File: src/rtl/ttc_pkg.sv
// Shared types and constants for the TTC command scheduler:
// FSM state encoding, frame width and the idle frame pattern.
package ttc_pkg;

   localparam int TTC_FRAME_W = 16;
   localparam logic [TTC_FRAME_W-1:0] TTC_IDLE_FRAME = 16'hFFFF;

   typedef enum logic [1:0] {
      ST_IDLE,
      ST_ISSUE,
      ST_BUSY
   } ttc_state_e;

   // Index width for a vector of n entries; never narrower than one bit.
   function automatic int idx_w(input int n);
      return (n > 1) ? $clog2(n) : 1;
   endfunction

endpackage

File: src/rtl/ttc_cmd_scheduler_if.sv
// B-channel requester bus: per-requester valid/data held until a one-cycle ready.
// The requester side uses the master modport, the scheduler the slave modport.
interface ttc_cmd_scheduler_if
   import ttc_pkg::*;
#(
   parameter int NREQ = 4
);

   logic [NREQ-1:0]             req_valid;
   logic [NREQ*TTC_FRAME_W-1:0] req_data;
   logic [NREQ-1:0]             req_ready;

   modport master (
      output req_valid,
      output req_data,
      input  req_ready
   );

   modport slave (
      input  req_valid,
      input  req_data,
      output req_ready
   );

endinterface

File: src/rtl/ttc_rr_arbiter.sv
// Combinational round-robin pick: first asserted request at or after the pointer,
// wrapping around, returned as a one-hot grant plus its index.
module ttc_rr_arbiter
   import ttc_pkg::*;
#(
   parameter int NREQ  = 4,
   parameter int IDX_W = idx_w(NREQ)
) (
   input  logic [NREQ-1:0]  i_req,
   input  logic [IDX_W-1:0] i_ptr,
   output logic [NREQ-1:0]  o_grant,
   output logic [IDX_W-1:0] o_idx,
   output logic             o_any
);

   logic w_found;

   always_comb begin
      // NOTE: every output gets a default before the loop so no path can infer a latch.
      o_grant = '0;
      o_idx   = '0;
      w_found = 1'b0;
      o_any   = |i_req;
      for (int k = 0; k < NREQ; k++) begin
         int j;
         j = int'(i_ptr) + k;
         if (j >= NREQ) begin
            j = j - NREQ;
         end
         if (!w_found && i_req[j[IDX_W-1:0]]) begin
            w_found                 = 1'b1;
            o_grant[j[IDX_W-1:0]]   = 1'b1;
            o_idx                   = j[IDX_W-1:0];
         end
      end
   end

endmodule

File: src/rtl/ttc_cmd_scheduler.sv
// TTC encoder sequencer: round-robin B-channel frame issue with fixed pacing and
// L1A conditioning with holdoff. Optional statistics counters under TTC_SCHED_STATS_EN.
module ttc_cmd_scheduler
   import ttc_pkg::*;
#(
   parameter int NREQ         = 4,
   parameter int BCMD_SPACING = 68,
   parameter int TRIG_HOLDOFF = 4
) (
   input  logic                   clk160,
   input  logic                   rst_n,
   input  logic                   enable,
   input  logic                   trig_in,
   ttc_cmd_scheduler_if.slave     bus,
   output logic                   a_channel,
   output logic [TTC_FRAME_W-1:0] ttc_data,
   output logic                   ttc_data_valid,
   output logic                   busy,
   output logic [15:0]            trig_drop_cnt,
   output logic [31:0]            frame_cnt
);

   localparam int IDX_W = idx_w(NREQ);
   localparam int CNT_W = idx_w(BCMD_SPACING);
   localparam int HLD_W = idx_w(TRIG_HOLDOFF + 1);

   ttc_state_e             r_state, w_state_nxt;
   logic [CNT_W-1:0]       r_cnt, w_cnt_nxt;
   logic [IDX_W-1:0]       r_rr, w_rr_nxt, w_gidx;
   logic [NREQ-1:0]        w_grant, r_req_ready, w_req_ready_nxt;
   logic                   w_any, w_pick;
   logic [TTC_FRAME_W-1:0] r_ttc_data, w_ttc_data_nxt, w_pick_data;
   logic                   r_ttc_data_valid, w_valid_nxt;
   logic                   r_busy, w_busy_nxt;
   logic [HLD_W-1:0]       r_hold;
   logic                   r_a_channel, w_trig_accept;

   ttc_rr_arbiter #(
      .NREQ  (NREQ),
      .IDX_W (IDX_W)
   ) u_arb (
      .i_req   (bus.req_valid),
      .i_ptr   (r_rr),
      .o_grant (w_grant),
      .o_idx   (w_gidx),
      .o_any   (w_any)
   );

   always_comb begin
      w_pick_data = '0;
      for (int i = 0; i < NREQ; i++) begin
         if (w_grant[i]) begin
            w_pick_data = bus.req_data[i*TTC_FRAME_W +: TTC_FRAME_W];
         end
      end
   end

   // busy drops on the last pacing cycle, the cycle in which the next pick is made.
   always_comb begin
      w_state_nxt     = r_state;
      w_cnt_nxt       = r_cnt;
      w_busy_nxt      = r_busy;
      w_rr_nxt        = r_rr;
      w_ttc_data_nxt  = r_ttc_data;
      w_valid_nxt     = 1'b0;
      w_req_ready_nxt = '0;
      w_pick          = 1'b0;
      unique case (r_state)
         ST_IDLE: begin
            w_busy_nxt = 1'b0;
            w_pick     = enable && w_any;
         end
         ST_ISSUE: begin
            w_state_nxt = ST_BUSY;
            w_cnt_nxt   = CNT_W'(BCMD_SPACING - 2);
            w_busy_nxt  = (BCMD_SPACING > 2);
         end
         ST_BUSY: begin
            if (r_cnt == '0) begin
               w_state_nxt = ST_IDLE;
               w_busy_nxt  = 1'b0;
               w_pick      = enable && w_any;
            end else begin
               w_cnt_nxt  = r_cnt - 1'b1;
               w_busy_nxt = (r_cnt != CNT_W'(1));
            end
         end
         default: w_state_nxt = ST_IDLE;
      endcase
      if (w_pick) begin
         w_state_nxt     = ST_ISSUE;
         w_busy_nxt      = 1'b1;
         w_valid_nxt     = 1'b1;
         w_req_ready_nxt = w_grant;
         w_ttc_data_nxt  = w_pick_data;
         w_rr_nxt        = (w_gidx == IDX_W'(NREQ - 1)) ? '0 : w_gidx + 1'b1;
      end
   end

   always_ff @(posedge clk160) begin
      // NOTE: non-blocking assignments so every register samples pre-edge values.
      if (!rst_n) begin
         r_state          <= ST_IDLE;
         r_cnt            <= '0;
         r_rr             <= '0;
         r_ttc_data       <= TTC_IDLE_FRAME;
         r_ttc_data_valid <= 1'b0;
         r_req_ready      <= '0;
         r_busy           <= 1'b0;
      end else begin
         r_state          <= w_state_nxt;
         r_cnt            <= w_cnt_nxt;
         r_rr             <= w_rr_nxt;
         r_ttc_data       <= w_ttc_data_nxt;
         r_ttc_data_valid <= w_valid_nxt;
         r_req_ready      <= w_req_ready_nxt;
         r_busy           <= w_busy_nxt;
      end
   end

   // A-channel path is fully independent of the B-channel FSM.
   assign w_trig_accept = enable && trig_in && (r_hold == '0);

   always_ff @(posedge clk160) begin
      if (!rst_n) begin
         r_hold      <= '0;
         r_a_channel <= 1'b0;
      end else begin
         r_a_channel <= w_trig_accept;
         if (w_trig_accept) begin
            r_hold <= HLD_W'(TRIG_HOLDOFF - 1);
         end else if (r_hold != '0) begin
            r_hold <= r_hold - 1'b1;
         end
      end
   end

`ifdef TTC_SCHED_STATS_EN
   logic [15:0] r_trig_drop_cnt;
   logic [31:0] r_frame_cnt;
   logic        w_trig_drop;

   assign w_trig_drop = trig_in && !w_trig_accept;

   // Both counters saturate at all-ones rather than wrapping.
   always_ff @(posedge clk160) begin
      if (!rst_n) begin
         r_trig_drop_cnt <= '0;
         r_frame_cnt     <= '0;
      end else begin
         if (w_trig_drop && (r_trig_drop_cnt != '1)) begin
            r_trig_drop_cnt <= r_trig_drop_cnt + 1'b1;
         end
         if ((r_state == ST_ISSUE) && (r_frame_cnt != '1)) begin
            r_frame_cnt <= r_frame_cnt + 1'b1;
         end
      end
   end

   assign trig_drop_cnt = r_trig_drop_cnt;
   assign frame_cnt     = r_frame_cnt;
`else
   assign trig_drop_cnt = '0;
   assign frame_cnt     = '0;
`endif

   assign bus.req_ready   = r_req_ready;
   assign ttc_data        = r_ttc_data;
   assign ttc_data_valid  = r_ttc_data_valid;
   assign busy            = r_busy;
   assign a_channel       = r_a_channel;

endmodule

File: src/flat_wrapper.sv
// flat-port wrapper written by rule: the top's interface ports become plain ports
module ttc_cmd_scheduler_flat import ttc_pkg::*;
#(
   parameter int NREQ         = 4,
   parameter int BCMD_SPACING = 68,
   parameter int TRIG_HOLDOFF = 4
)
  (clk160, rst_n, enable, trig_in, a_channel, ttc_data, ttc_data_valid, busy, trig_drop_cnt, frame_cnt, bus_req_valid, bus_req_data, bus_req_ready);
  ttc_cmd_scheduler_if #(.NREQ(NREQ)) bus_i ();
  input  logic clk160;
  input  logic rst_n;
  input  logic enable;
  input  logic trig_in;
  output logic a_channel;
  output logic [TTC_FRAME_W-1:0] ttc_data;
  output logic ttc_data_valid;
  output logic busy;
  output logic [15:0] trig_drop_cnt;
  output logic [31:0] frame_cnt;
  input wire logic [$bits(bus_i.req_valid)-1:0] bus_req_valid;
  input wire logic [$bits(bus_i.req_data)-1:0] bus_req_data;
  output wire logic [$bits(bus_i.req_ready)-1:0] bus_req_ready;
  assign bus_i.req_valid = bus_req_valid;
  assign bus_i.req_data = bus_req_data;
  assign bus_req_ready = bus_i.req_ready;
  ttc_cmd_scheduler #(.NREQ(NREQ), .BCMD_SPACING(BCMD_SPACING), .TRIG_HOLDOFF(TRIG_HOLDOFF)) u_core (.clk160(clk160), .rst_n(rst_n), .enable(enable), .trig_in(trig_in), .bus(bus_i), .a_channel(a_channel), .ttc_data(ttc_data), .ttc_data_valid(ttc_data_valid), .busy(busy), .trig_drop_cnt(trig_drop_cnt), .frame_cnt(frame_cnt));
endmodule
File: config.mk
export PLATFORM = sky130hd
export DESIGN_NAME = ttc_cmd_scheduler_flat
export DESIGN_NICKNAME = d
export VERILOG_FILES = /design/src/rtl/ttc_pkg.sv /design/src/rtl/ttc_cmd_scheduler_if.sv /design/src/rtl/ttc_rr_arbiter.sv /design/src/rtl/ttc_cmd_scheduler.sv /design/src/flat_wrapper.sv
export SDC_FILE = /design/constraint.sdc
export NUM_CORES = 1
export LEC_CHECK = 0
export CAP_MARGIN = 20
export CORE_ASPECT_RATIO = 1.75
export CORE_MARGIN = 3
export CORE_UTILIZATION = 43
export CTS_CLUSTER_DIAMETER = 100
export DETAILED_ROUTE_END_ITERATION = 7
export GPL_TIMING_DRIVEN = 0
export PLACE_DENSITY = 0.82
export SLEW_MARGIN = 30
export SYNTH_ARGS = -nofsm -noshare
export SYNTH_HDL_FRONTEND = slang
export SYNTH_SLANG_ARGS = --single-unit
File: constraint.sdc
create_clock -name clk160 -period 3.6 [get_ports clk160]
set_clock_uncertainty 0.15 [all_clocks]
set_input_delay 0.72 -clock clk160 [delete_from_list [all_inputs] [get_ports clk160]]
set_output_delay 0.72 -clock clk160 [all_outputs]
set_load 0.005 [all_outputs]
### Yosys cells after proc, flatten, opt, wreduce, memory -nomap -nowiden

Cells that the tools add are included.

| storage, ports and cells | value |
|---|---|
| flip-flop bits (word level) | 37 |
| input bits | 72 |
| output and inout port bits | 71 |

| operators by class | value |
|---|---|
| add/sub/neg operators | 10 |
| magnitude comparators | 12 |
| eq/ne operators | 8 |
| multiplexer cells | 49 |
| bitwise operators | 5 |
| reductions and logical operators | 27 |

Operator list:

| cell | count |
|---|---|
| $mux W16 | 4 |
| $mux W2 | 12 |
| $mux W1 | 16 |
| $mux W4 | 4 |
| $pmux W7 S2 | 1 |
| $lt A2 B3 Y1 const B | 4 |
| $or A4 B4 Y4 | 3 |
| $logic_and A1 B1 Y1 | 10 |
| $ge A3 B3 Y1 const B | 3 |
| $bmux W1 S2 | 4 |
| $demux W1 S2 | 4 |
| $ge A2 B1 Y1 const B | 4 |
| $reduce_and A2 Y1 | 4 |
| $sub A2 B1 Y2 const B | 4 |
| $logic_not A7 Y1 | 1 |
| $mux W7 | 1 |
| $ne A7 B1 Y1 const B | 1 |
| $sub A7 B1 Y7 const B | 1 |
| $add A2 B2 Y3 const B | 2 |
| $pmux W2 S3 | 1 |
| $eq A2 B2 Y1 const B | 2 |
| $ne A2 B1 Y1 const B | 2 |
| $reduce_bool A2 Y1 | 2 |
| $reduce_bool A4 Y1 | 1 |
| other kinds (16) | 20 |

### Depth between registers and ports, before layout

Gate-level depths: netlist (run 1).

| logic depth | value |
|---|---|
| depth in word-level cells | 18 |
| gate-level depth with buffers | 12 |

### Hierarchy

Synthesis (run 1) repeated with hierarchy kept, for this count alone.

| second synthesis, totals | value |
|---|---|
| cell total of the unflattened synthesis | 361 |
| area total of the unflattened synthesis | 2942.8 um^2 |

By module, submodules not included:

| module | times used | cells each | area each (um^2) |
|---|---|---|---|
| ttc_cmd_scheduler | 1 | 312 | 2531.2 |
| ttc_rr_arbiter | 1 | 49 | 411.6 |

### Worst setup path before layout (run 1)

Ideal clock, no wire load.

| timing path | value |
|---|---|
| path kind | register to register |
| start | register with a tool-made name |
| end | register u_core.r_ttc_data[2] (netlist: u_core.ttc_data[2]) |
| setup time | 0.127 ns |
| data arrival time | 2.555 ns |
| required time | 3.323 ns |
| path slack | 0.768 ns |
| stages on the path, launching flop included | 13 |
| period minus slack after synthesis | 2.832 ns |
| cells stage by stage | dfxtp_1 buf_6 inv_1 ha_1 clkbuf_1 nand3b_1 a21oi_2 or2_2 a22o_1 buf_6 buf_8 a221oi_2 a22oi_1 |

RTL lines:

| item | RTL line | RTL |
|---|---|---|
| end signal, assigned | ttc_cmd_scheduler.sv:114 | `r_ttc_data <= w_ttc_data_nxt;` |
| end, declared | ttc_cmd_scheduler.sv:32 | `logic [TTC_FRAME_W-1:0] r_ttc_data, w_ttc_data_nxt, w_pick_data;` |

==> impl_metrics.py, run 1 <==
metrics = {
    "place": {
        "pre_cts_ws_ns": -0.0228,
        "io_buffers": 93,
        "dp_hpwl_um": 7600,
        "place_congestion": 0.858,
    },
    "floorplanning": {
        "die-area_um2": 8690,
        "ios": 143,
        "dieHeight_um": 121,
        "rows": 41,
        "core_area_um2": 7280,
        "die_x_um": 71.8,
        "initial_core_util_pct": 44.7,
    },
    "power": {
        "power.density_nw_per_um2": 428,
        "ir_worst_vdd_v": 0.000224,
        "cellLeakagePower_nw": 1.93,
        "power_mw": 1.99,
    },
    "route": {
        "dr.first_iter.drc_count": 279,
        "vias_per_cell": 5.43,
        "first_pass_iters": 4,
        "drc": 0,
        "drt-total-wl_um": 9770,
        "detail_route.wl_per_cell_um": 15.5,
        "antenna_left": 0,
        "vias": 3416,
    },
    "hold_path": {
        "min_from": "u_core.r_cnt[6]",
        "hold_depth": 2,
        "hold_path_class": "reg -> reg",
        "hold_end": "u_core.r_cnt[6]",
    },
    "logic_synthesis": {
        "ys_seq_area_share_pct": 22.8,
        "syn_area_um2": 3260,
        "synthesis.instances": 394,
        "ys_warn_count": 0,
        "synthArstFlopShare_pct": 0,
        "synth.largest_area_cell": "dfxtp_1",
        "synth_top_area_share_pct": 22.8,
        "syn_avg_cell_area_um2": 8.26,
        "synth-main-ff-cell": "dfxtp_1",
        "netlist-cell-type-count": 55,
        "ys_seq_elements": 37,
        "synth.top_cells.by_area": "dfxtp_1 (23%), buf_4 (12%), a211oi_2 (6.9%), ha_1 (5.8%), a21oi_1 (4.2%)",
        "synth-edff-count": 0,
    },
    "timing": {
        "setup_viol": 0,
        "hold_viol_final": 0,
        "drv_slew": 0,
        "max_slew.worst_pin.slew_ns": 0.861,
        "grt_setup_unrepaired": "no",
        "final.min_clock_period_ns": 3.46,
        "fmax_mhz": 289,
        "fin_crit_sh_pct": 96.0,
        "setup_slack_ns": 0.144,
        "finalSetupTns_ns": 0,
        "holdWs_ns": 0.336,
        "maxSlewHeadroom_pct": 41.8,
    },
    "setup_path": {
        "cp_max_fo": 10,
        "worst_ep_arrival_time_ns": 3.47,
        "max_stage_delay_ns": 0.46,
        "rrSetupSlack_ns": 0.14,
        "critical_path_class": "reg -> reg",
        "worst-endpoint-required_ns": 3.61,
        "cp-start-kind": "register",
        "setup.worst_path.end_class": "register",
        "r2r-end": "u_core.ttc_data[9]",
        "r2r_cells": 10,
        "worst_path_max_delay_cell": "dfxtp_1",
        "cp_cell_sequence": "buf_6, inv_1, ha_1, or3b_1, a211oi_4, o21a_1, clkbuf_1, o21bai_1, a21oi_1, a211oi_2",
    },
    "finish": {
        "diodes": 0,
        "nNetsFinal": 629,
        "area.growth.synth_to_final_pct": 42.9,
        "drive_gt1_share_pct": 20.8,
        "post-route-util_pct": 63.9,
    },
    "run": {
        "drv_cap": 0,
    },
    "outcome": {
        "status": "completed",
    },
    "clock_network": {
        "cts_sinks": 37,
        "clk_latency_ns": 0.28,
        "cts_made_buffers": 5,
        "cts_root_buffer": "clkbuf_16",
        "cts_buffer_depth": 2,
        "clk_pin_slew_ns": 0.06,
        "cts_max_level": 2,
        "cts_tree": "built",
    },
    "global_routing": {
        "grt_use_total_pct": 22.5,
        "grt_pass1_wl_um": 15800,
        "grt_overflow": 0,
        "grt_pass1_vias": 3312,
        "grt_max_degree": 13,
        "antenna_found_initial": 0,
    },
}
-- cell families (layout without fill, tap and decap cells) --
group                    count (synthesis)  count (layout)  share of synthesized area (%)
adder cells (fa/ha/maj)                 15              15                           5.76
buffers and inverters                   89             191                           17.9
other                                    1              48                          0.115
multiplexers                             7               7                           3.34
AO/OA/AOI/OAI                          146             146                           33.9
XOR/XNOR                                 3               3                          0.807
AND/OR/NAND/NOR                         96              96                           15.4
flip-flops                              37              37                           22.8
-- worst max path at each step --
stage	from	end	slack, ns	cells past startpoint
floorplan	register	u_core.ttc_data[2]	0.77	12
global placement	bus_req_valid[3]	u_core.ttc_data[11]	0.05	8
detailed placement	bus_req_valid[2]	u_core.ttc_data[11]	-0.02	8
CTS	register	u_core.ttc_data[11]	0.02	10
global route	register	u_core.ttc_data[11]	0.01	10
finish	register	u_core.ttc_data[9]	0.14	10
-- state kept, by name, indices dropped and copies added, names as in the netlist, named ones only --
signal	count
u_core.ttc_data	16
u_core.r_cnt	7
u_core.bus.req_ready	4
u_core.r_hold	3
u_core.r_state	2
u_core.a_channel	1
u_core.busy	1
u_core.r_rr	1
u_core.ttc_data_valid	1
-- placed cells by master (no fill, tap or decap), drive strengths merged, types with 5 or more instances in the layout --
cell type / count
a211oi: 33
a21oi: 31
a31oi: 19
and2: 5
buf: 65
clkbuf: 15
clkdlybuf4s50: 93
conb: 48
dfxtp: 37
ha: 15
inv: 16
nand2: 17
nand3b: 5
nor2: 33
nor4: 15
o21ai: 26
o21bai: 15
-- worst max-delay path, delay by kind of cell, from the launching register on --
kind / cells / cell delay [ns]
compound gates: 5 / 1.13
buf+inv: 3 / 0.75
simple gates: 1 / 0.44
fa+ha+maj: 1 / 0.39
flops: 1 / 0.46
-- per-stage QoR --
stage | instances | area, µm²
global placement | 620 | 4470
CTS | 628 | 4620
detailed placement | 620 | 4470
global route | 629 | 4650
floorplan | 441 | 3430
finish | 629 | 4650
-- synth_stat cells (2+ instances only) --
| cell | number |
|---|---|
| nor2_1 | 33 |
| buf_2 | 7 |
| or2_2 | 3 |
| dfxtp_1 | 37 |
| a31oi_1 | 19 |
| clkbuf_1 | 9 |
| nand2b_1 | 3 |
| nand3b_1 | 3 |
| a21o_1 | 2 |
| nor4_1 | 15 |
| mux4_2 | 3 |
| xor2_1 | 2 |
| nand3b_4 | 2 |
| o21bai_1 | 15 |
| nor3_1 | 4 |
| inv_1 | 15 |
| ha_1 | 15 |
| buf_6 | 5 |
| a211oi_1 | 15 |
| and2_1 | 5 |
| o211ai_1 | 2 |
| o21a_1 | 4 |
| buf_4 | 51 |
| o21ai_1 | 4 |
| a211oi_2 | 18 |
| o21ai_0 | 22 |
| a21oi_2 | 3 |
| nand3_1 | 4 |
| nor2b_1 | 3 |
| mux2i_1 | 3 |
| o22ai_1 | 2 |
| nand2_1 | 17 |
| a21oi_1 | 27 |
-- power by group --
part / total (mW) / switching [mW] / internal [mW] / leakage, nW
registers: 0.561 / 0.0576 / 0.503 / 0.305
logic: 0.971 / 0.483 / 0.488 / 1.55
clock network: 0.457 / 0.182 / 0.276 / 0.0768
-- timing repair --
action                                  4_1_cts  5_1_grt
resized for setup                             0        7
hold buffers                                  0        0
endpoints found under the setup margin        0       10
buffers inserted                              0        1
-- layout make-up --
cell class / instances / area, µm²
clock inverter: 2 / 13.8
fill: 628 / 2630
tap: 86 / 108
clock buffer: 6 / 139
timing repair buffer: 94 / 938
inverter: 16 / 60.1
multi-input combinational: 315 / 2130
sequential: 37 / 741
buffer: 73 / 526
-- routing by layer --
metal / up-vias / track usage, % / share of wire, %
met4: 0 / 11.1 / 3.5
met1: 1590 / 24.0 / 36
met5: - / 0 / 0
li1: 1636 / - / -
met3: 30 / 3.81 / 7.5
met2: 160 / 41.3 / 53
(Power assumes the default switching activity.)
==> run 2: changes to the inputs <==
--- a/config.mk
+++ b/config.mk
@@ -9,7 +9,7 @@
 export CORE_ASPECT_RATIO = 1.75
 export CORE_MARGIN = 3
 export CORE_UTILIZATION = 43
-export CTS_CLUSTER_DIAMETER = 100
+export CTS_CLUSTER_SIZE = 12
 export DETAILED_ROUTE_END_ITERATION = 7
 export GPL_TIMING_DRIVEN = 0
 export PLACE_DENSITY = 0.82
==> results of run 2 <==
Final layout, timing and power as in run 1 (identical DEF).
